===== src/rtl/packet_scheduler.sv =====
// packet_scheduler: per-slot data-island packet arbiter (ACR, N InfoFrames, urgent/normal audio,
// null). Define PACKET_SCHEDULER_STATS_EN to add per-frame audio/null packet counters.
module packet_scheduler #(
   parameter int unsigned                  NUM_INFOFRAMES  = 2,
   parameter logic [NUM_INFOFRAMES*8-1:0]  INFOFRAME_TYPES = {8'h82, 8'h84},
   parameter logic [7:0]                   URGENT_LEVEL    = 8'd4,
   parameter logic [7:0]                   ACR_TYPE        = 8'd1,
   parameter logic [7:0]                   AUDIO_TYPE      = 8'd2
) (
   input  logic                      clk_pixel,
   input  logic                      reset,
   input  logic                      frame_start,
   input  logic                      packet_enable,
   input  logic [7:0]                audio_remaining,
   input  logic [NUM_INFOFRAMES-1:0] infoframe_enable,
   output logic [7:0]                packet_type,
   output logic                      audio_pop,
`ifdef PACKET_SCHEDULER_STATS_EN
   output logic [NUM_INFOFRAMES:0]   missed,
   output logic [15:0]               audio_count,
   output logic [15:0]               null_count
`else
   output logic [NUM_INFOFRAMES:0]   missed
`endif
);

   if (URGENT_LEVEL == 8'd0) begin : g_bad_urgent
      $error("packet_scheduler: URGENT_LEVEL must be nonzero");
   end
   if (NUM_INFOFRAMES < 1 || NUM_INFOFRAMES > 8) begin : g_bad_num
      $error("packet_scheduler: NUM_INFOFRAMES must be in 1..8");
   end

   logic                      acr_pending_q, acr_pending_d;
   logic [NUM_INFOFRAMES-1:0] if_pending_q, if_pending_d;
   logic [7:0]                packet_type_q, packet_type_d;
   logic                      audio_pop_q, audio_pop_d;
   logic [NUM_INFOFRAMES:0]   missed_q, missed_d;

   // Flags as seen by this cycle's selection: a frame_start re-arms before choosing.
   logic                      acr_armed;
   logic [NUM_INFOFRAMES-1:0] if_armed;
   logic                      if_any;
   logic [NUM_INFOFRAMES-1:0] if_onehot;
   logic [7:0]                if_type;
   logic                      sel_audio;
   logic                      sel_null;

   always_comb begin
      acr_armed = frame_start ? 1'b1 : acr_pending_q;
      if_armed  = frame_start ? infoframe_enable : if_pending_q;
   end

   // Lowest set index wins; the descending loop lets the last hit overwrite.
   always_comb begin
      if_any    = 1'b0;
      if_onehot = '0;
      if_type   = 8'd0;
      for (int i = int'(NUM_INFOFRAMES) - 1; i >= 0; i--) begin
         if (if_armed[i]) begin
            if_any       = 1'b1;
            if_onehot    = '0;
            if_onehot[i] = 1'b1;
            if_type      = INFOFRAME_TYPES[i*8 +: 8];
         end
      end
   end

   always_comb begin
      acr_pending_d = acr_armed;
      if_pending_d  = if_armed;
      packet_type_d = packet_type_q;
      audio_pop_d   = 1'b0;
      missed_d      = frame_start ? {if_pending_q, acr_pending_q} : missed_q;
      sel_audio     = 1'b0;
      sel_null      = 1'b0;

      if (packet_enable) begin
         if (acr_armed) begin
            packet_type_d = ACR_TYPE;
            acr_pending_d = 1'b0;
         end else if (audio_remaining >= URGENT_LEVEL) begin
            packet_type_d = AUDIO_TYPE;
            audio_pop_d   = 1'b1;
            sel_audio     = 1'b1;
         end else if (if_any) begin
            packet_type_d = if_type;
            if_pending_d  = if_armed & ~if_onehot;
         end else if (audio_remaining != 8'd0) begin
            packet_type_d = AUDIO_TYPE;
            audio_pop_d   = 1'b1;
            sel_audio     = 1'b1;
         end else begin
            packet_type_d = 8'd0;
            sel_null      = 1'b1;
         end
      end
   end

   always_ff @(posedge clk_pixel) begin
      if (reset) begin
         acr_pending_q <= 1'b1;
         if_pending_q  <= infoframe_enable;
         packet_type_q <= 8'd0;
         audio_pop_q   <= 1'b0;
         missed_q      <= '0;
      end else begin
         acr_pending_q <= acr_pending_d;
         if_pending_q  <= if_pending_d;
         packet_type_q <= packet_type_d;
         audio_pop_q   <= audio_pop_d;
         missed_q      <= missed_d;
      end
   end

   assign packet_type = packet_type_q;
   assign audio_pop   = audio_pop_q;
   assign missed      = missed_q;

`ifdef PACKET_SCHEDULER_STATS_EN
   logic [15:0] audio_cnt_q, audio_cnt_d;
   logic [15:0] null_cnt_q, null_cnt_d;
   logic [15:0] audio_count_q, audio_count_d;
   logic [15:0] null_count_q, null_count_d;
   logic [15:0] audio_base, null_base;

   // A selection in the frame_start cycle counts toward the new frame.
   always_comb begin
      audio_base    = frame_start ? 16'd0 : audio_cnt_q;
      null_base     = frame_start ? 16'd0 : null_cnt_q;
      audio_cnt_d   = audio_base;
      null_cnt_d    = null_base;
      audio_count_d = frame_start ? audio_cnt_q : audio_count_q;
      null_count_d  = frame_start ? null_cnt_q : null_count_q;
      if (sel_audio && audio_base != 16'hFFFF) begin
         audio_cnt_d = audio_base + 16'd1;
      end
      if (sel_null && null_base != 16'hFFFF) begin
         null_cnt_d = null_base + 16'd1;
      end
   end

   always_ff @(posedge clk_pixel) begin
      if (reset) begin
         audio_cnt_q   <= 16'd0;
         null_cnt_q    <= 16'd0;
         audio_count_q <= 16'd0;
         null_count_q  <= 16'd0;
      end else begin
         audio_cnt_q   <= audio_cnt_d;
         null_cnt_q    <= null_cnt_d;
         audio_count_q <= audio_count_d;
         null_count_q  <= null_count_d;
      end
   end

   assign audio_count = audio_count_q;
   assign null_count  = null_count_q;
`else
   logic unused_sel;
   assign unused_sel = sel_audio ^ sel_null;
`endif

endmodule

===== config.mk =====
export PLATFORM = sky130hd
export DESIGN_NAME = packet_scheduler
export DESIGN_NICKNAME = d
export VERILOG_FILES = /design/src/rtl/packet_scheduler.sv
export SDC_FILE = /design/constraint.sdc
export NUM_CORES = 1
export LEC_CHECK = 0
export ABC_AREA = 0
export BUFFER_PORTS_ARGS = -buffer_cell sky130_fd_sc_hd__buf_2
export CAP_MARGIN = 20
export CORE_AREA = 2 2 39 41
export DETAILED_ROUTE_END_ITERATION = 8
export DIE_AREA = 0 0 41 43
export MAX_ROUTING_LAYER = met4
export PLACE_DENSITY_LB_ADDON = 0.15
export SLEW_MARGIN = 15
export SYNTH_ARGS = -nofsm -noshare
export SYNTH_HDL_FRONTEND = slang
export SYNTH_SLANG_ARGS = --single-unit

===== constraint.sdc =====
create_clock -name clk_pixel -period 1.66 [get_ports clk_pixel]
set_clock_uncertainty 0.2 [all_clocks]
set_input_delay 0.166 -clock clk_pixel [delete_from_list [all_inputs] [get_ports clk_pixel]]
set_output_delay 0.166 -clock clk_pixel [all_outputs]
set_load 0.1 [all_outputs]

==> results of run 1 <==
==> cells in the mapped netlist <==
library cell and n:
a211o_1 1, a22o_1 1, a311oi_1 1, a31o_2 1
and2_1 1, buf_1 1, buf_4 4, buf_6 1
conb_1 1, dfxtp_1 11, inv_1 1, mux2_4 1
mux2i_1 4, nand2_1 2, nand3_1 1, nand3b_1 2
nand4_1 1, nor2_1 7, nor3_1 2, nor3b_1 1
nor3b_2 2, nor4_2 1, nor4b_1 1, o21ai_0 1
o22ai_1 1, o311a_1 1, o31ai_1 1, o41ai_2 1
==> worst paths after layout <==
kind                                     startpoint         endpoint  slack (ns)  cells past startpoint
worst max-delay path                  packet_enable  if_pending_q[1]        0.08                      6
worst min-delay path            infoframe_enable[1]  if_pending_q[1]        0.04                      3
worst max register to register      if_pending_q[1]   packet_type[1]        0.20                      3
worst min register to register       packet_type[0]   packet_type[0]        0.27                      2
==> timing repair <==
| action | CTS | global route |
|---|---|---|
| resized for setup | 0 | 4 |
| hold endpoints to repair | 2 | 0 |
| setup endpoints to repair | 0 | 2 |
| hold buffers | 2 | 0 |
==> metal layers <==
layer / part of all wire (%) / wire [µm]
met5: 0 / 0
met3: 5.7 / 72
met4: 1.5 / 19
met2: 47 / 589
met1: 46 / 572
==> flip-flops by register name, indices dropped and copies added, names as in the netlist <==
signal         count
missed             3
if_pending_q       2
packet_type        4
audio_pop          1
acr_pending_q      1
==> kinds of logic (layout without fill, tap and decap cells) <==
| kind of cell | after synthesis | in the layout | share of synthesized area [%] |
|---|---|---|---|
| AND/OR/NAND/NOR | 21 | 21 | 24.2 |
| buffers and inverters | 7 | 33 | 9.07 |
| AO/OA/AOI/OAI | 9 | 9 | 14.9 |
| flip-flops | 11 | 11 | 40.9 |
| multiplexers | 5 | 5 | 10.2 |
| other | 1 | 4 | 0.697 |
==> critical path: cells and delay by family <==
kind / cells / cell delay [ns]
buffers and inverters: 3 / 0.81
AND/OR/NAND/NOR: 2 / 0.31
AO/OA/AOI/OAI: 1 / 0.26
==> power by group <==
| group | switching [W] | internal [W] | total, W |
|---|---|---|---|
| combinational | 0.000147 | 0.0000521 | 0.000199 |
| clock | 0.0000885 | 0.0000931 | 0.000182 |
| sequential | 0.00000970 | 0.000279 | 0.000289 |
==> through the flow <==
stage / hold slack, ns / util, % / setup WS [ns] / total power [W]
floorplan: 0.0791 / - / 0.121 / 0.000447
global placement: 0.246 / 48.2 / 0.135 / 0.000485
detailed placement: 0.237 / 48.2 / 0.125 / 0.000486
CTS: 0.0259 / 51.5 / 0.0306 / 0.000672
global route: 0.0599 / 52.5 / 0.00740 / 0.000700
finish: 0.0378 / 52.5 / 0.0776 / 0.000669
==> cell type report <==
class / count / area [µm²] / area share (%)
clock buffer: 4 / 26.3 / 3.61
timing repair buffer: 28 / 165 / 22.7
multi-input combinational: 39 / 292 / 40.1
inverter: 1 / 3.75 / 0.516
tap: 16 / 20.0 / 2.75
sequential: 11 / 220 / 30.3
==> results.py, run 1 <==
metrics = {
    "status": {
        "status": "finished, final reports clean",
    },
    "final_layout": {
        "area_growth_pct": 35.1,
        "design_area_um2": 727,
        "diodes": 0,
        "fill_cells": 142,
        "nNetsFinal": 98,
        "final_cell_mix": "buf_2 (20), dfxtp_1 (11), nor2_1 (7)",
        "final_common_cell": "buf_2",
        "final_cells": 99,
        "drive_above_1_share_pct": 43.4,
    },
    "timing": {
        "fmax_ghz": 0.632,
        "period_share_pct": 95.3,
        "setup_viol": 0,
        "fin_crit_ns": 1.58,
        "slew_viol_final": 0,
        "setup_tns_ns": 0,
        "rsz0062_at_grt": "false",
        "finalHoldViolations": 0,
    },
    "yosys": {
        "syn_inst": 54,
        "synth-seq-cells": 11,
        "syn_area_um2": 538,
        "netlist-cell-type-count": 28,
        "yosysTopAreaCell": "dfxtp_1",
        "synth_warnings": 0,
        "synth.avg_cell_area_um2": 9.96,
        "netlist_top_cells_area": "dfxtp_1 (41%), mux2i_1 (7.4%), buf_4 (5.6%), nor2_1 (4.9%), nor3b_2 (4.7%)",
        "synth_top_area_share_pct": 40.9,
        "yosysSeqAreaShare_pct": 40.9,
    },
    "setup_path": {
        "slowest_delay_ns": 0.52,
        "start_kind": "primary input",
        "worstPathMaxFanout": 8,
        "arrival_ns": 1.55,
        "cpMaxStageDelayCell": "dlygate4sd3_1",
        "cpMostUsedCell": "buf_4",
        "cp_cell_sequence": "dlygate4sd3_1 -> buf_4 -> nor3b_4 -> buf_4 -> nand4_1 -> a31o_2",
        "crit_type": "in2reg",
        "crit_required_ns": 1.63,
        "cp-end-kind": "flop",
    },
    "global_routing": {
        "grt_max_degree": 13,
        "gr-total-overflow": 0,
        "busiest_layer": "met2",
        "grt_pass1_wl_mm": 1.89,
        "track_usage_pct": 16.5,
        "met1_usage_pct": 20.1,
        "first_global_vias": 468,
        "use_met3_pct": 3.14,
        "grt_use_met2_pct": 24.1,
        "antenna_found_initial": 0,
    },
    "placement": {
        "place_area_um2": 667,
        "hpwl_um": 974,
        "place_congestion": 0.687,
        "io_buffers": 21,
        "dp_cells": 93,
    },
    "clocking": {
        "cts_made_buffers": 3,
        "clock-sinks": 11,
        "path_clk_slew_ns": 0.07,
        "clockBufferDepth": 2,
        "cts-htree-levels": 1,
        "cts_setup_buffers": 0,
        "insertion_delay_ns": 0.27,
        "cts_tree": "built",
        "clockRootBuffer": "clkbuf_4",
    },
    "routing": {
        "drt-total-wl_mm": 1.25,
        "drt_iter0_drc": 7,
        "first_pass_iters": 4,
        "antenna_left": 0,
        "viasPerCell": 5.02,
        "vias": 497,
        "wl_per_cell_um": 12.7,
        "drc": 0,
    },
    "pwr": {
        "ir_drop_v": 0.000452,
        "pwr_density_cell_nw_per_um2": 920,
        "power_leakage_nw": 0.351,
    },
    "die": {
        "pin_count": 26,
        "fp.dieH_um": 43,
        "dieArea_um2": 1760,
        "core-area_um2": 1380,
        "initial_utilization_pct": 38.9,
        "placement_rows": 14,
        "die_width_um": 41,
    },
    "run": {
        "maxCapViolCount": 0,
    },
    "min_path": {
        "hp-class": "in2reg",
    },
}
No activity file was read; power rests on OpenSTA's default activity.
==> inputs of run 2 (changes only) <==
--- a/config.mk
+++ b/config.mk
@@ -8,9 +8,9 @@
 export ABC_AREA = 0
 export BUFFER_PORTS_ARGS = -buffer_cell sky130_fd_sc_hd__buf_2
 export CAP_MARGIN = 20
-export CORE_AREA = 2 2 39 41
+export CORE_MARGIN = 2
+export CORE_UTILIZATION = 35
 export DETAILED_ROUTE_END_ITERATION = 8
-export DIE_AREA = 0 0 41 43
 export MAX_ROUTING_LAYER = met4
 export PLACE_DENSITY_LB_ADDON = 0.15
 export SLEW_MARGIN = 15
==> constraint.sdc (replaced) <==
create_clock -name clk_pixel -period 1.85 [get_ports clk_pixel]
set_clock_uncertainty 0.2 [all_clocks]
set_input_delay 0.185 -clock clk_pixel [delete_from_list [all_inputs] [get_ports clk_pixel]]
set_output_delay 0.185 -clock clk_pixel [all_outputs]
set_load 0.1 [all_outputs]
==> run 2 against run 1 <==
  * Utilization fell by 6.3 points
  * Via count fell by 3.2%
  * Worst hold slack got worse by 0.026 ns
  * Critical path type unchanged
==> results.py, run 2 (synthesis gave the netlist of run 1 again) <==
metrics = {
    "final_layout": {
        "design_area_um2": 681,
        "drive_above_1_share_pct": 40.5,
        "seq_area_um2": 220,
        "final_cell_mix": "buf_2 (21), dfxtp_1 (11), nor2_1 (7)",
        "fill_cells": 156,
        "area_growth_pct": 26.5,
        "largest_register_ffs": 4,
        "diodes": 0,
        "multi_input_area_um2": 280,
        "nNetsFinal": 94,
        "final_common_cell": "buf_2",
    },
    "die": {
        "placement_rows": 14,
        "pin_count": 26,
        "die_width_um": 43.2,
        "core-area_um2": 1470,
        "dieArea_um2": 1870,
        "fp.dieH_um": 43.2,
        "initial_utilization_pct": 36.6,
    },
    "clocking": {
        "cts-htree-levels": 1,
        "clockRootBuffer": "clkbuf_4",
        "path_clk_slew_ns": 0.07,
        "cts_made_buffers": 3,
        "cts_hold_buffers": 1,
        "insertion_delay_ns": 0.26,
        "cts_setup_buffers": 0,
        "cts_tree": "built",
        "clock-sinks": 11,
        "post_cts_resize_count": 0,
        "clockBufferDepth": 2,
    },
    "min_path": {
        "hold_start": "packet_enable",
        "hp-class": "in2reg",
        "min_path_cells": 2,
    },
    "placement": {
        "place_congestion": 0.743,
        "hpwl_um": 914,
        "place_ws_ns": 0.240,
        "place_area_um2": 644,
        "io_buffers": 21,
    },
    "pwr": {
        "finalPower_w": 0.000590,
        "pwr_density_cell_nw_per_um2": 866,
        "pwr-share-clk_pct": 27.7,
        "p_int_w": 0.000374,
        "switchingPower_w": 0.000216,
        "pwr-share-comb_pct": 28.5,
        "switching_share_pct": 36.6,
        "power_leakage_nw": 0.327,
        "ir_drop_v": 0.000412,
        "seq_power_share_pct": 43.8,
    },
    "routing": {
        "viasPerCell": 5.06,
        "drc": 0,
        "wl_per_cell_um": 12.3,
        "antenna_left": 0,
        "drt-total-wl_mm": 1.17,
        "drt_iter0_drc": 2,
        "first_pass_iters": 4,
        "vias": 481,
    },
    "timing": {
        "fmax_ghz": 0.673,
        "timing.final.ws_setup_ns": 0.363,
        "period_share_pct": 80.4,
        "setup_viol": 0,
        "fin_crit_ns": 1.49,
        "rsz0062_at_grt": "false",
        "holdWs_ns": 0.0113,
        "finalHoldViolations": 0,
        "slew_viol_final": 0,
        "setup_tns_ns": 0,
    },
    "setup_path": {
        "r2r_start": "if_pending_q[1]",
        "arrival_ns": 1.46,
        "reg2reg_depth": 3,
        "crit_type": "in2reg",
        "crit_required_ns": 1.83,
        "worstPathMaxFanout": 3,
        "critPathLaunch": "infoframe_enable[0]",
        "start_kind": "primary input",
        "cp-end-kind": "flop",
    },
    "global_routing": {
        "grt_max_degree": 14,
        "gr-total-overflow": 0,
        "track_usage_pct": 13.6,
        "first_global_vias": 441,
        "antenna_found_initial": 0,
        "grt_pass1_wl_mm": 1.81,
    },
    "status": {
        "status": "finished, final reports clean",
    },
    "run": {
        "maxCapViolCount": 0,
    },
}
-- run 2: worst paths after layout --
check | slack (ns) | end
setup / recovery | 0.36 | audio_pop
setup reg to reg | 0.40 | packet_type[1]
hold / removal | 0.01 | acr_pending_q
hold reg to reg | 0.28 | packet_type[0]
-- run 2: through the flow --
| stage | util, % | std cells |
|---|---|---|
| after floorplan | - | 57 |
| after global placement | 43.8 | 90 |
| after detailed placement | 43.8 | 90 |
| after CTS | 46.3 | 95 |
| after global routing | 46.3 | 95 |
| final | 46.3 | 95 |
-- run 2: routing by layer --
metal / wire length (µm) / vias to the layer above / GRT usage, %
li1: - / 242 / -
met1: 530 / 217 / 15.8
met2: 541 / 20 / 21.5
met3: 81 / 2 / 2.98
met4: 19 / 0 / 7.27
met5: 0 / - / -
-- run 2: critical path, cell delays in order --
cell           delay, ns
dlygate4sd3_1       0.52
buf_2               0.14
nor3b_2             0.22
o22ai_1             0.12
a311oi_1            0.27
-- run 2: power groups by stage --
| stage | logic [W] | clock network (W) | registers (W) |
|---|---|---|---|
| final | 0.000168 | 0.000163 | 0.000258 |
| after detailed placement | 0.000167 | 0 | 0.000264 |
| after floorplan | 0.0000825 | 0 | 0.000319 |
| after global routing | 0.000178 | 0.000179 | 0.000259 |
| after CTS | 0.000169 | 0.000169 | 0.000258 |
| after global placement | 0.000167 | 0 | 0.000264 |
-- run 2: layout make-up --
class / instances / share of cell area, %
clock buffers: 4 / 3.86
repair buffers: 24 / 19.1
flip-flops and latches: 11 / 32.4
well taps: 16 / 2.94
multi-input cells: 39 / 41.2
inverters: 1 / 0.551
